**src/rtl/mmio_unit_if.sv**
```systemverilog
// Core data-bus side of the MMIO peripheral block: address, store data, strobes,
// plus the combinational hit/read-data return path.
interface mmio_unit_if #(
  parameter int unsigned DATA_W = 32
) ();

  logic [31:0]       addr;
  logic [DATA_W-1:0] wdata;
  logic              we;
  logic              re;
  logic              hit;
  logic [DATA_W-1:0] rdata;

  modport master (
    output addr,
    output wdata,
    output we,
    output re,
    input  hit,
    input  rdata
  );

  modport slave (
    input  addr,
    input  wdata,
    input  we,
    input  re,
    output hit,
    output rdata
  );

endinterface

```
**src/rtl/mmio_unit.sv**
```systemverilog
// Memory-mapped peripheral block: output registers, valid/ready input channels and a loadable
// cycle counter with compare match. Define MMIO_IRQ_EN to map IE and drive irq.
module mmio_unit #(
  parameter int unsigned DATA_W = 32,
  parameter logic [31:0] BASE   = 32'h7f00,
  parameter int unsigned N_OUT  = 2,
  parameter int unsigned N_IN   = 2
) (
  input  logic                    clk,
  input  logic                    rst,
  mmio_unit_if.slave              bus,
  output logic [N_OUT*DATA_W-1:0] out_bus,
  input  logic [N_IN*DATA_W-1:0]  in_data,
  input  logic [N_IN-1:0]         in_vld,
  output logic [N_IN-1:0]         in_rdy,
  output logic [DATA_W-1:0]       cycles,
  output logic                    irq
);

  localparam logic [4:0] IdxCycle  = 5'd8;
  localparam logic [4:0] IdxCmp    = 5'd9;
  localparam logic [4:0] IdxStatus = 5'd10;
  localparam logic [4:0] IdxIe     = 5'd11;
  localparam int unsigned IdxInBase = 16;

  // Address decode: addresses below BASE wrap to large offsets and fall outside the window.
  logic [31:0] off;
  logic        in_win;
  logic [4:0]  widx;
  logic        unused_addr_bits;

  assign off              = bus.addr - BASE;
  assign in_win           = (off < 32'h80);
  assign widx             = off[6:2];
  assign unused_addr_bits = ^off[1:0];

  logic [N_OUT-1:0] sel_out;
  logic [N_IN-1:0]  sel_in;
  logic             sel_cycle;
  logic             sel_cmp;
  logic             sel_status;
  logic             sel_ie;

  always_comb begin
    sel_out = '0;
    sel_in  = '0;
    for (int k = 0; k < N_OUT; k++) begin
      sel_out[k] = in_win && (widx == 5'(k));
    end
    for (int k = 0; k < N_IN; k++) begin
      sel_in[k] = in_win && (widx == 5'(IdxInBase + k));
    end
    sel_cycle  = in_win && (widx == IdxCycle);
    sel_cmp    = in_win && (widx == IdxCmp);
    sel_status = in_win && (widx == IdxStatus);
`ifdef MMIO_IRQ_EN
    sel_ie     = in_win && (widx == IdxIe);
`else
    sel_ie     = 1'b0;
`endif
  end

  assign bus.hit = (|sel_out) | (|sel_in) | sel_cycle | sel_cmp | sel_status | sel_ie;

  logic wr;
  assign wr = bus.we & bus.hit;

  // State
  logic [DATA_W-1:0] out_q [N_OUT];
  logic [DATA_W-1:0] out_d [N_OUT];
  logic [DATA_W-1:0] in_q  [N_IN];
  logic [DATA_W-1:0] in_d  [N_IN];
  logic [N_IN-1:0]   full_q;
  logic [N_IN-1:0]   full_d;
  logic [DATA_W-1:0] cycle_q;
  logic [DATA_W-1:0] cycle_d;
  logic [DATA_W-1:0] cmp_q;
  logic [DATA_W-1:0] cmp_d;
  logic              match_q;
  logic              match_d;
  logic              ie_bit;

`ifdef MMIO_IRQ_EN
  logic ie_q;
  logic ie_d;

  always_comb begin
    ie_d = ie_q;
    if (wr && sel_ie) begin
      ie_d = bus.wdata[0];
    end
  end

  always_ff @(posedge clk) begin
    if (rst) begin
      ie_q <= 1'b0;
    end else begin
      ie_q <= ie_d;
    end
  end

  assign ie_bit = ie_q;
  assign irq    = ie_q & (match_q | (|full_q));
`else
  assign ie_bit = 1'b0;
  assign irq    = 1'b0;
`endif

  always_comb begin
    for (int k = 0; k < N_OUT; k++) begin
      out_d[k] = (wr && sel_out[k]) ? bus.wdata : out_q[k];
    end

    // A store to CYCLE takes priority over the free-running increment.
    cycle_d = (wr && sel_cycle) ? bus.wdata : cycle_q + DATA_W'(1);
    cmp_d   = (wr && sel_cmp) ? bus.wdata : cmp_q;

    // Compare uses the pre-edge count; a simultaneous W1C loses to the set.
    match_d = match_q;
    if (wr && sel_status && bus.wdata[0]) begin
      match_d = 1'b0;
    end
    if (cycle_q == cmp_q) begin
      match_d = 1'b1;
    end

    for (int k = 0; k < N_IN; k++) begin
      in_d[k]   = in_q[k];
      full_d[k] = full_q[k];
      if (in_vld[k] && !full_q[k]) begin
        in_d[k]   = in_data[k*DATA_W +: DATA_W];
        full_d[k] = 1'b1;
      end else if (bus.re && sel_in[k]) begin
        full_d[k] = 1'b0;
      end
    end
  end

  always_ff @(posedge clk) begin
    if (rst) begin
      for (int k = 0; k < N_OUT; k++) begin
        out_q[k] <= '0;
      end
      for (int k = 0; k < N_IN; k++) begin
        in_q[k] <= '0;
      end
      full_q  <= '0;
      cycle_q <= '0;
      cmp_q   <= '1;
      match_q <= 1'b0;
    end else begin
      for (int k = 0; k < N_OUT; k++) begin
        out_q[k] <= out_d[k];
      end
      for (int k = 0; k < N_IN; k++) begin
        in_q[k] <= in_d[k];
      end
      full_q  <= full_d;
      cycle_q <= cycle_d;
      cmp_q   <= cmp_d;
      match_q <= match_d;
    end
  end

  // Read mux; unmapped addresses leave rdata at zero.
  always_comb begin
    bus.rdata = '0;
    for (int k = 0; k < N_OUT; k++) begin
      if (sel_out[k]) begin
        bus.rdata = out_q[k];
      end
    end
    for (int k = 0; k < N_IN; k++) begin
      if (sel_in[k]) begin
        bus.rdata = in_q[k];
      end
    end
    if (sel_cycle) begin
      bus.rdata = cycle_q;
    end
    if (sel_cmp) begin
      bus.rdata = cmp_q;
    end
    if (sel_status) begin
      bus.rdata = DATA_W'({full_q, match_q});
    end
    if (sel_ie) begin
      bus.rdata = DATA_W'(ie_bit);
    end
  end

  for (genvar k = 0; k < N_OUT; k++) begin : g_out_bus
    assign out_bus[k*DATA_W +: DATA_W] = out_q[k];
  end

  assign in_rdy = ~full_q;
  assign cycles = cycle_q;

endmodule

```
**src/flat_wrapper.sv**
```systemverilog
// flat-port wrapper written by rule: the top's interface ports become plain ports
module mmio_unit_flat 
#(
  parameter int unsigned DATA_W = 32,
  parameter logic [31:0] BASE   = 32'h7f00,
  parameter int unsigned N_OUT  = 2,
  parameter int unsigned N_IN   = 2
)
  (clk, rst, out_bus, in_data, in_vld, in_rdy, cycles, irq, bus_addr, bus_wdata, bus_we, bus_re, bus_hit, bus_rdata);
  mmio_unit_if #(.DATA_W(DATA_W)) bus_i ();
  input  logic clk;
  input  logic rst;
  output logic [N_OUT*DATA_W-1:0] out_bus;
  input  logic [N_IN*DATA_W-1:0] in_data;
  input  logic [N_IN-1:0] in_vld;
  output logic [N_IN-1:0] in_rdy;
  output logic [DATA_W-1:0] cycles;
  output logic irq;
  input wire logic [$bits(bus_i.addr)-1:0] bus_addr;
  input wire logic [$bits(bus_i.wdata)-1:0] bus_wdata;
  input wire logic [$bits(bus_i.we)-1:0] bus_we;
  input wire logic [$bits(bus_i.re)-1:0] bus_re;
  output wire logic [$bits(bus_i.hit)-1:0] bus_hit;
  output wire logic [$bits(bus_i.rdata)-1:0] bus_rdata;
  assign bus_i.addr = bus_addr;
  assign bus_i.wdata = bus_wdata;
  assign bus_i.we = bus_we;
  assign bus_i.re = bus_re;
  assign bus_hit = bus_i.hit;
  assign bus_rdata = bus_i.rdata;
  mmio_unit #(.DATA_W(DATA_W), .BASE(BASE), .N_OUT(N_OUT), .N_IN(N_IN)) u_core (.clk(clk), .rst(rst), .bus(bus_i), .out_bus(out_bus), .in_data(in_data), .in_vld(in_vld), .in_rdy(in_rdy), .cycles(cycles), .irq(irq));
endmodule
```
**config.mk**
```make
export PLATFORM = sky130hd
export DESIGN_NAME = mmio_unit_flat
export DESIGN_NICKNAME = d
export VERILOG_FILES = /design/src/rtl/mmio_unit_if.sv /design/src/rtl/mmio_unit.sv /design/src/flat_wrapper.sv
export SDC_FILE = /design/constraint.sdc
export NUM_CORES = 1
export LEC_CHECK = 0
export ABC_AREA = 1
export BUFFER_PORTS_ARGS = -buffer_cell sky130_fd_sc_hd__buf_4
export CAP_MARGIN = 30
export CORE_MARGIN = 2
export CORE_UTILIZATION = 50
export DETAILED_ROUTE_END_ITERATION = 8
export PLACE_DENSITY = 0.81
export SLEW_MARGIN = 30
export SYNTH_ARGS = -nofsm -noshare
export SYNTH_HDL_FRONTEND = slang
export SYNTH_SLANG_ARGS = --single-unit
```
**constraint.sdc**
```tcl
create_clock -name clk -period 3.3 [get_ports clk]
set_clock_uncertainty 0.05 [all_clocks]
set_input_delay 0.33 -clock clk [delete_from_list [all_inputs] [get_ports clk]]
set_output_delay 0.33 -clock clk [all_outputs]
set_load 0.02 [all_outputs]
```
==> flow_summary.yaml, run 1 <==
power:
  p_leak_nw: 6.59
  vdd_drop_max_mv: 0.368
  power.total_mw: 4.94
  p_per_area_nw_per_um2: 360
global_routing:
  antenna_found_initial: 0
  grt_pass1_wl_um: 56500
  gr-usage-met3: 0.0716
  grt.met2_usage: 0.513
  met1_usage: 0.437
  grt_max_degree: 89
  top_usage_layer: "met2"
  first_global_vias: 10700
  grt-ovfl-total: 0
  grt_usage: 0.325
worst_setup_path:
  critical_path_class: "in2out"
  worstPathCellList: "buf_4 > nor2_4 > nand3_2 > nor2_2 > nand2_1 > nand2_1 > nand2_1 > nor2_2 > nand3_2 > nor2_4 > nand2_2 > nor2_4 > nand2_1 > buf_4 > or2_2 > nand2_1 > nand2_1 > nand2_1 > a21oi_1 > buf_4"
  crit_slowest_cell: "or2_2"
  critical-path-top-delay-family: "simple AND/OR/NAND/NOR gates"
  crit_fanout: 8
  worst_setup_path_end_kind: "output pin"
  critPathMostFrequentCell: "nand2_1"
  critPathRequiredTime_ps: 2920
  cp_data_arrival_time_ps: 2870
  critPathLaunchType: "input port"
  max_stage_delay_ps: 280
  cp_num_buf_inv: 3
yosys:
  ys.warnings.count: 0
  syn_inst: 1689
  yosysUniqueCellTypes: 41
  yosysTopAreaCell: "dfxtp_1"
  synthTopCellsByArea: "dfxtp_1 37%, nand2_1 14%, nor2_1 12%"
  ys_top_cells_by_count: "396 x nand2_1, 338 x nor2_1, 206 x inv_1, 195 x dfxtp_1, 125 x o21ai_0"
  post-synth-top-count-cell: "nand2_1"
  synth-edff-count: 0
  ys_async_sr_fraction: 0
  yosys.area.top_type_share: 0.369
  syn_area_per_cell_um2: 6.26
  synth_nets: 1824
  netlist_area_um2: 10600
  synth-main-ff-cell: "dfxtp_1"
  synth-seq-cells: 195
  ys_seq_area_frac: 0.369
placement:
  place_area_um2: 12900
  io_buffers: 262
  place_worst_setup_slack_ps: -1.43
  dpl.hpwl_um: 27400
  place_congestion: 0.978
  dp_cells: 2176
detailed_routing:
  dr_total_vias: 11900
  drc_errors: 1
  routed_wl_um: 37800
  drt-pass1-iter-count: 9
  wl_per_cell_um: 17.0
  viasPerCell: 5.39
  postRouteAntennaNets: 0
  drt_iter0_markers: 1169
sta:
  period_minus_slack_ps: 3250
  whs_ps: 57.7
  hold_viol: 0
  grt_setup_unrepaired: "yes"
  tightestPinTransition_ps: 823
  finalSetupViolCount: 0
  fmax_ghz: 0.307
  slew_viol_final: 0
  slew-limit-headroom: 0.451
  fin_crit_sh: 0.986
  tns_ps: 0
  timing.final.ws_setup_ps: 45.8
min_path:
  hold_path.class: "in2reg"
finish:
  layout.cells.non_filler: 2216
  nets: 2063
  fillers: 1899
  antenna_cells: 0
  postLayoutCellArea_um2: 13700
  regArea_um2: 3900
  area_delta_synth_final_pct: 29.8
  utilization: 0.656
  multi_input_area_um2: 5680
  drive_above_1_share: 0.209
floorplanning:
  fp.dieW_um: 149
  io_pins: 266
  rows: 53
  die_y_um: 149
  start_util: 0.506
  dieArea_um2: 22300
  core_area_um2: 20900
cts:
  cts_num_sinks: 195
  cts_tree: "built"
  cts-root-buf: "clkbuf_16"
  cts.path.max_buffers: 2
  ctsHoldBuffers: 0
  h-tree-depth: 4
  clk_pin_slew_ps: 80
  cts_buffers: 17
  clk_latency_ps: 440
status:
  failed_checks: "design-rule violations"
  status: "complete, but fails checks"
flow_run:
  maxCapViolCount: 0
==> routing by layer <==
metal / part of all wire / wire (µm)
met5: 0 / 0
met4: 0.031 / 1180
met3: 0.10 / 3850
met2: 0.45 / 17200
met1: 0.41 / 15600
==> worst min-delay path, cell delays in order <==
cell	delay [ps]
buf_4	100
nand2_1	50
nand3_1	50
==> final cells by class <==
cell class                      instances  area share
Tap cell                              275      0.0251
Sequential cell                       195       0.285
Clock inverter                         15      0.0109
Inverter                              211      0.0579
Timing Repair Buffer                  305       0.176
Multi-Input combinational cell       1198       0.414
Clock buffer                           17      0.0310
==> state kept, by name (all words and copies together), names as in the netlist <==
name	flops
u_core.in_q	64
u_core.cycles	32
u_core.out_q	64
u_core.match_q	1
u_core.cmp_q	32
u_core.full_q	2
==> power by group <==
| group | internal, mW | leakage, nW | switching (mW) |
|---|---|---|---|
| combinational | 0.182 | 4.72 | 0.268 |
| clock | 1.00 | 0.276 | 1.03 |
| sequential | 2.42 | 1.59 | 0.0327 |
| total | 3.61 | 6.59 | 1.33 |
==> final timing paths <==
kind,start,endpoint,slack (ps),depth (start not counted)
max,bus_addr[15],bus_rdata[29],50,20
min,bus_wdata[12],u_core.cmp_q[12],60,3
max reg2reg,u_core.cycles[0],u_core.cycles[30],290,14
min reg2reg,u_core.in_q[0][48],u_core.in_q[0][48],410,2
==> layout by cell type (no fill, tap or decap), types with 2 or more instances in the layout <==
cell / instances
clkbuf_16: 17
inv_8: 2
nand2_2: 6
dfxtp_1: 195
xor2_1: 20
nand3_2: 7
nand2_4: 2
nand3_1: 65
clkinv_1: 3
o21ai_1: 3
o211a_1: 2
o211ai_1: 2
clkinv_4: 3
inv_1: 202
nor3_1: 12
a21oi_1: 103
nor4_1: 8
inv_6: 3
nand4_1: 17
a21oi_2: 10
clkinv_8: 3
o21ai_0: 124
clkinv_2: 2
nand3_4: 3
a211oi_1: 5
inv_2: 5
o22ai_1: 27
nand2_1: 389
a22oi_1: 2
or2_2: 5
xnor2_1: 23
clkinvlp_4: 2
buf_12: 9
a31oi_1: 2
o2111ai_1: 3
buf_4: 293
nor2_1: 324
nor2_2: 12
nor2_4: 12
buf_6: 3
==> what timing repair did <==
item                                    in CTS  in global routing
setup buffers                                0                  8
pin swaps                                    0                 12
endpoints found under the setup margin       6                 32
resized for setup                            3                 55
==> kinds of logic (layout without fill, tap and decap cells) <==
| group | after synthesis | in the layout | share of synthesized area |
|---|---|---|---|
| AOI/OAI and AO/OA | 285 | 285 | 0.143 |
| xor gates and xnor gates | 43 | 43 | 0.0356 |
| adders and majority gates | 1 | 1 | 0.00118 |
| buffers and inverters | 296 | 548 | 0.110 |
| DFF | 195 | 195 | 0.369 |
| other | 1 | 1 | 0.000355 |
| and+or+nand+nor | 868 | 868 | 0.340 |
(Power assumes the default switching activity.)
==> run 2, diff against run 1 <==
Settings changed: MAX_ROUTING_LAYER set to met4, PLACE_DENSITY 0.81 to 0.76.
==> run 2 against run 1 <==
Sequential share of layout area is 0.26 points lower. Global-route usage is 0.94 points higher. Hold slack better by 3.2 ps. Combinational power is 2% lower. Critical path type unchanged. Power is 3.7% higher. Design area is 0.93% higher. The flow now finishes without violations. Via count is 1.8% lower. Wire length is 0.58% lower.
==> flow_summary.yaml, run 2 (same netlist as run 1, synthesis figures left out) <==
status:
  status: "finished clean"
finish:
  fillers: 1944
  final_cell_mix: "390 x nand2_1, 326 x nor2_1, 302 x buf_4"
  area_delta_synth_final_pct: 31.0
  layout.cells.non_filler: 2225
  postLayoutCellArea_um2: 13800
  final_common_cell: "nand2_1"
  nets: 2071
  largestRegisters: "u_core.in_q (64), u_core.out_q (64)"
  drive_above_1_share: 0.210
floorplanning:
  rows: 53
  core_area_um2: 20900
  dieArea_um2: 22300
  start_util: 0.506
  io_pins: 266
  fp.dieW_um: 149
  die_y_um: 149
sta:
  slew_viol_final: 0
  whs_ps: 60.9
  tns_ps: 0
  slew-limit-headroom: 0.424
  period_minus_slack_ps: 3210
  finalSetupViolCount: 0
  fin_crit_sh: 0.974
  grt_setup_unrepaired: "yes"
  hold_viol: 0
  tightestPinTransition_ps: 864
  fmax_ghz: 0.311
detailed_routing:
  highest_layer: "met4"
  drt-pass1-iter-count: 5
  routed-wl-met2_um: 16900
  routed_wl_um: 37600
  met3_wirelength_um: 3410
  dr_total_vias: 11700
  drt_iter0_markers: 1033
  viasPerCell: 5.27
  wl_per_cell_um: 16.9
  postRouteAntennaNets: 0
  drc_errors: 0
  wl_met1_um: 16300
cts:
  cts_tree: "built"
  cts_num_sinks: 195
  cts_buffers: 17
  ctsHoldBuffers: 0
  clk_latency_ps: 440
  clk_pin_slew_ps: 80
  cts-root-buf: "clkbuf_16"
  cts.path.max_buffers: 2
  h-tree-depth: 4
flow_run:
  maxCapViolCount: 0
global_routing:
  first_global_vias: 10500
  grt_pass1_wl_um: 56300
  grt_usage: 0.334
  grt-ovfl-total: 0
  antenna_found_initial: 1
  grt_max_degree: 90
placement:
  place_area_um2: 12900
  io_buffers: 262
  dpl.hpwl_um: 27900
  dp_cells: 2183
  place_congestion: 1.03
worst_setup_path:
  worst_setup_path_end_kind: "output pin"
  cp_data_arrival_time_ps: 2830
  critPathLaunchType: "input port"
  critPathRequiredTime_ps: 2920
  critical_path_class: "in2out"
  crit_fanout: 14
power:
  p_leak_nw: 6.65
  vdd_drop_max_mv: 0.362
  p_per_area_nw_per_um2: 370
  power.total_mw: 5.12
min_path:
  hold_path.class: "in2reg"
==> run 2: changes by cell type in the layout (fill, tap and decap cells not counted), moves of 3 or more <==
cell / change
buf_4: +9
a21oi_1: +6
clkbuf_8: +3
a21oi_2: -6
o22ai_1: -7
o22ai_2: +7
==> run 2: path summary, 6_finish.rpt <==
| path | cells after the start | end | slack (ps) | from |
|---|---|---|---|---|
| setup / recovery | 20 | bus_rdata[19] | 90 | bus_addr[15] |
| hold / removal | 3 | u_core.cmp_q[12] | 60 | bus_wdata[12] |
| setup reg to reg | 14 | u_core.cycles[30] | 380 | u_core.cycles[0] |
| hold reg to reg | 2 | u_core.in_q[0][45] | 400 | u_core.in_q[0][45] |
==> run 2: metrics by stage <==
stage,setup WS (ps),utilization
floorplan,526,-
global placement,-9.01,0.619
detailed placement,-78.1,0.619
CTS,21.3,0.651
global route,-36.2,0.663
finish,86.3,0.663
==> run 2: power by group <==
| part | internal (mW) | total [mW] | switching [mW] | leakage, nW |
|---|---|---|---|---|
| logic | 0.182 | 0.441 | 0.260 | 4.75 |
| clock network | 1.21 | 2.23 | 1.02 | 0.306 |
| registers | 2.42 | 2.45 | 0.0322 | 1.59 |
==> run 2: per-layer routing <==
layer / track usage / up-vias
met5: - / -
met4: 0.108 / 0
met3: 0.0609 / 70
met2: 0.505 / 551
met1: 0.453 / 5303
li1: - / 5797
==> run 2: final cells by class <==
cell class,instances,area (µm²),area share
multi-input cells,1198,5680,0.410
inverters,211,795,0.0574
clock buffers,20,467,0.0337
well taps,275,344,0.0249
clock inverters,12,169,0.0122
flip-flops and latches,195,3900,0.282
diodes,1,2.50,0.000181
repair buffers,313,2480,0.179
==> run 2: what timing repair did <==
action | in CTS | in global routing
endpoints found under the setup margin | 6 | 32
buffers inserted | 1 | 7
pin swaps | 0 | 10
gates cloned | 0 | 1
gates resized for setup | 3 | 44
==> run 2: critical path: stages <==
cell     delay [ps]
buf_4           130
nor2_4          170
nand3_1         120
nor2_1          150
nand2_1          80
nand2_1          60
nand2_1          70
nor2_2          120
nand3_2         100
nor2_4          170
nand4_1         100
buf_4           180
buf_4           120
buf_4           200
o22ai_1         140
nor2_1           60
nand2_1          80
nand2_1          50
a21oi_1         190
buf_4           180
==> run 3, diff against run 2 <==
Settings changed: MAX_ROUTING_LAYER met4 to unset.
==> run 3 against run 2 <==
Via count grew 0.61%. Power is 3.4% lower. First-iteration DRC count grew 29%. Utilization rose by 0.43 points. Final cell count barely moved. Global-route usage is 0.94 points lower. Register-to-register slack got worse by 40 ps. Clock power fell by 8%. Die area unchanged. Design area up 0.64%. Hold slack is essentially flat. Critical path type unchanged. Largest power group unchanged.
==> flow_summary.yaml, run 3 (same netlist as run 1, synthesis figures left out) <==
detailed_routing:
  postRouteAntennaNets: 0
  wl_per_cell_um: 17.1
  drt-pass1-iter-count: 6
  drc_errors: 0
  drt_iter0_markers: 1336
  dr_total_vias: 11800
  viasPerCell: 5.30
  routed_wl_um: 38000
finish:
  final_common_cell: "nand2_1"
  antenna_cells: 0
  multi_input_area_um2: 5720
  fillers: 1913
  nets: 2072
  largestRegisters: "u_core.in_q (64), u_core.out_q (64)"
  layout.cells.non_filler: 2224
  postLayoutCellArea_um2: 13900
  drive_above_1_share: 0.218
  regArea_um2: 3900
  utilization: 0.667
  area_delta_synth_final_pct: 31.8
  final_cell_mix: "384 x nand2_1, 323 x nor2_1, 293 x buf_4"
sta:
  whs_ps: 60.8
  finalSetupViolCount: 0
  fin_crit_sh: 0.997
  grt_setup_unrepaired: "yes"
  hold_viol: 0
  tns_ps: 0
  slew-limit-headroom: 0.562
  period_minus_slack_ps: 3290
  timing.final.ws_setup_ps: 9.80
  slew_viol_final: 0
  fmax_ghz: 0.304
  tightestPinTransition_ps: 657
placement:
  place_worst_setup_slack_ps: -37.1
  dp_cells: 2178
  io_buffers: 262
  dpl.hpwl_um: 27500
  place_congestion: 0.959
  place_area_um2: 12900
global_routing:
  grt_usage: 0.325
  grt-ovfl-total: 0
  antenna_found_initial: 0
  grt_pass1_wl_um: 56400
  grt_max_degree: 100
  first_global_vias: 10400
cts:
  cts-root-buf: "clkbuf_16"
  clk_pin_slew_ps: 80
  cts_buffers: 17
  h-tree-depth: 4
  cts_tree: "built"
  cts_num_sinks: 195
  cts.path.max_buffers: 2
  clk_latency_ps: 440
worst_setup_path:
  crit_start: "bus_addr[17]"
  crit_fanout: 5
  reg2reg_slack_ps: 340
  critPathRequiredTime_ps: 2920
  critical_path_class: "in2out"
  r2r-start: "u_core.cycles[0]"
  worst_setup_path_end_kind: "output pin"
  reg2reg_to: "u_core.cycles[30]"
  r2r_cells: 14
  critPathLaunchType: "input port"
  cp_data_arrival_time_ps: 2910
power:
  power.total_mw: 4.95
  p_leak_nw: 6.65
  p_per_area_nw_per_um2: 355
  vdd_drop_max_mv: 0.359
floorplanning:
  io_pins: 266
  core_area_um2: 20900
  rows: 53
  dieArea_um2: 22300
  fp.dieW_um: 149
  start_util: 0.506
  die_y_um: 149
status:
  status: "finished clean"
min_path:
  hold_path.class: "in2reg"
  min_to: "u_core.cmp_q[1]"
  hold_depth: 3
  min_from: "bus_wdata[1]"
flow_run:
  maxCapViolCount: 0
## run 3: where the power goes
group / internal [mW] / switching (mW)
clock network: 1.01 / 1.04
logic: 0.181 / 0.265
registers: 2.42 / 0.0316
total: 3.61 / 1.34
## run 3: what timing repair did
action                                  CTS  global route
endpoints found under the setup margin   12            32
hold buffers                              0             0
cloned                                    0             4
pin swaps                                 0            18
buffers inserted                          0            11
gates resized for setup                   2            70
## run 3: critical path, stage by stage
cell     delay [ps]
buf_4           130
nor2_2          200
nand3_4         110
nor2_4          140
nand3_2         100
nand2_1         100
inv_1            70
nor2_4          100
nand3_2         100
nor2_4          160
nand4_1         140
buf_6           180
buf_8           140
o22ai_1         230
nor2_1          110
nand2_1          70
nand2_1          40
a21oi_1         240
buf_4           200
## run 3: layer usage
layer,global-route usage,routed length [µm],share of wire
met5,0,0,0
met1,0.462,16300,0.43
met4,0.116,1210,0.032
met3,0.0529,3540,0.093
met2,0.497,17000,0.45
## run 3: layout make-up
class,instances,area share
clock buffers,18,0.0315
clock inverters,13,0.00916
inverters,211,0.0570
multi-input cells,1198,0.411
flip-flops and latches,195,0.280
well taps,275,0.0247
repair buffers,314,0.186
## run 3: worst max path at each step
stage | depth (start not counted) | slack, ps | end
after floorplan | 17 | 530 | bus_rdata[22]
after global placement | 19 | 0.8 | bus_rdata[26]
after detailed placement | 21 | -40 | bus_rdata[0]
after CTS | 21 | 10 | bus_rdata[0]
after global routing | 22 | -110 | bus_rdata[23]
final | 19 | 10 | bus_rdata[26]
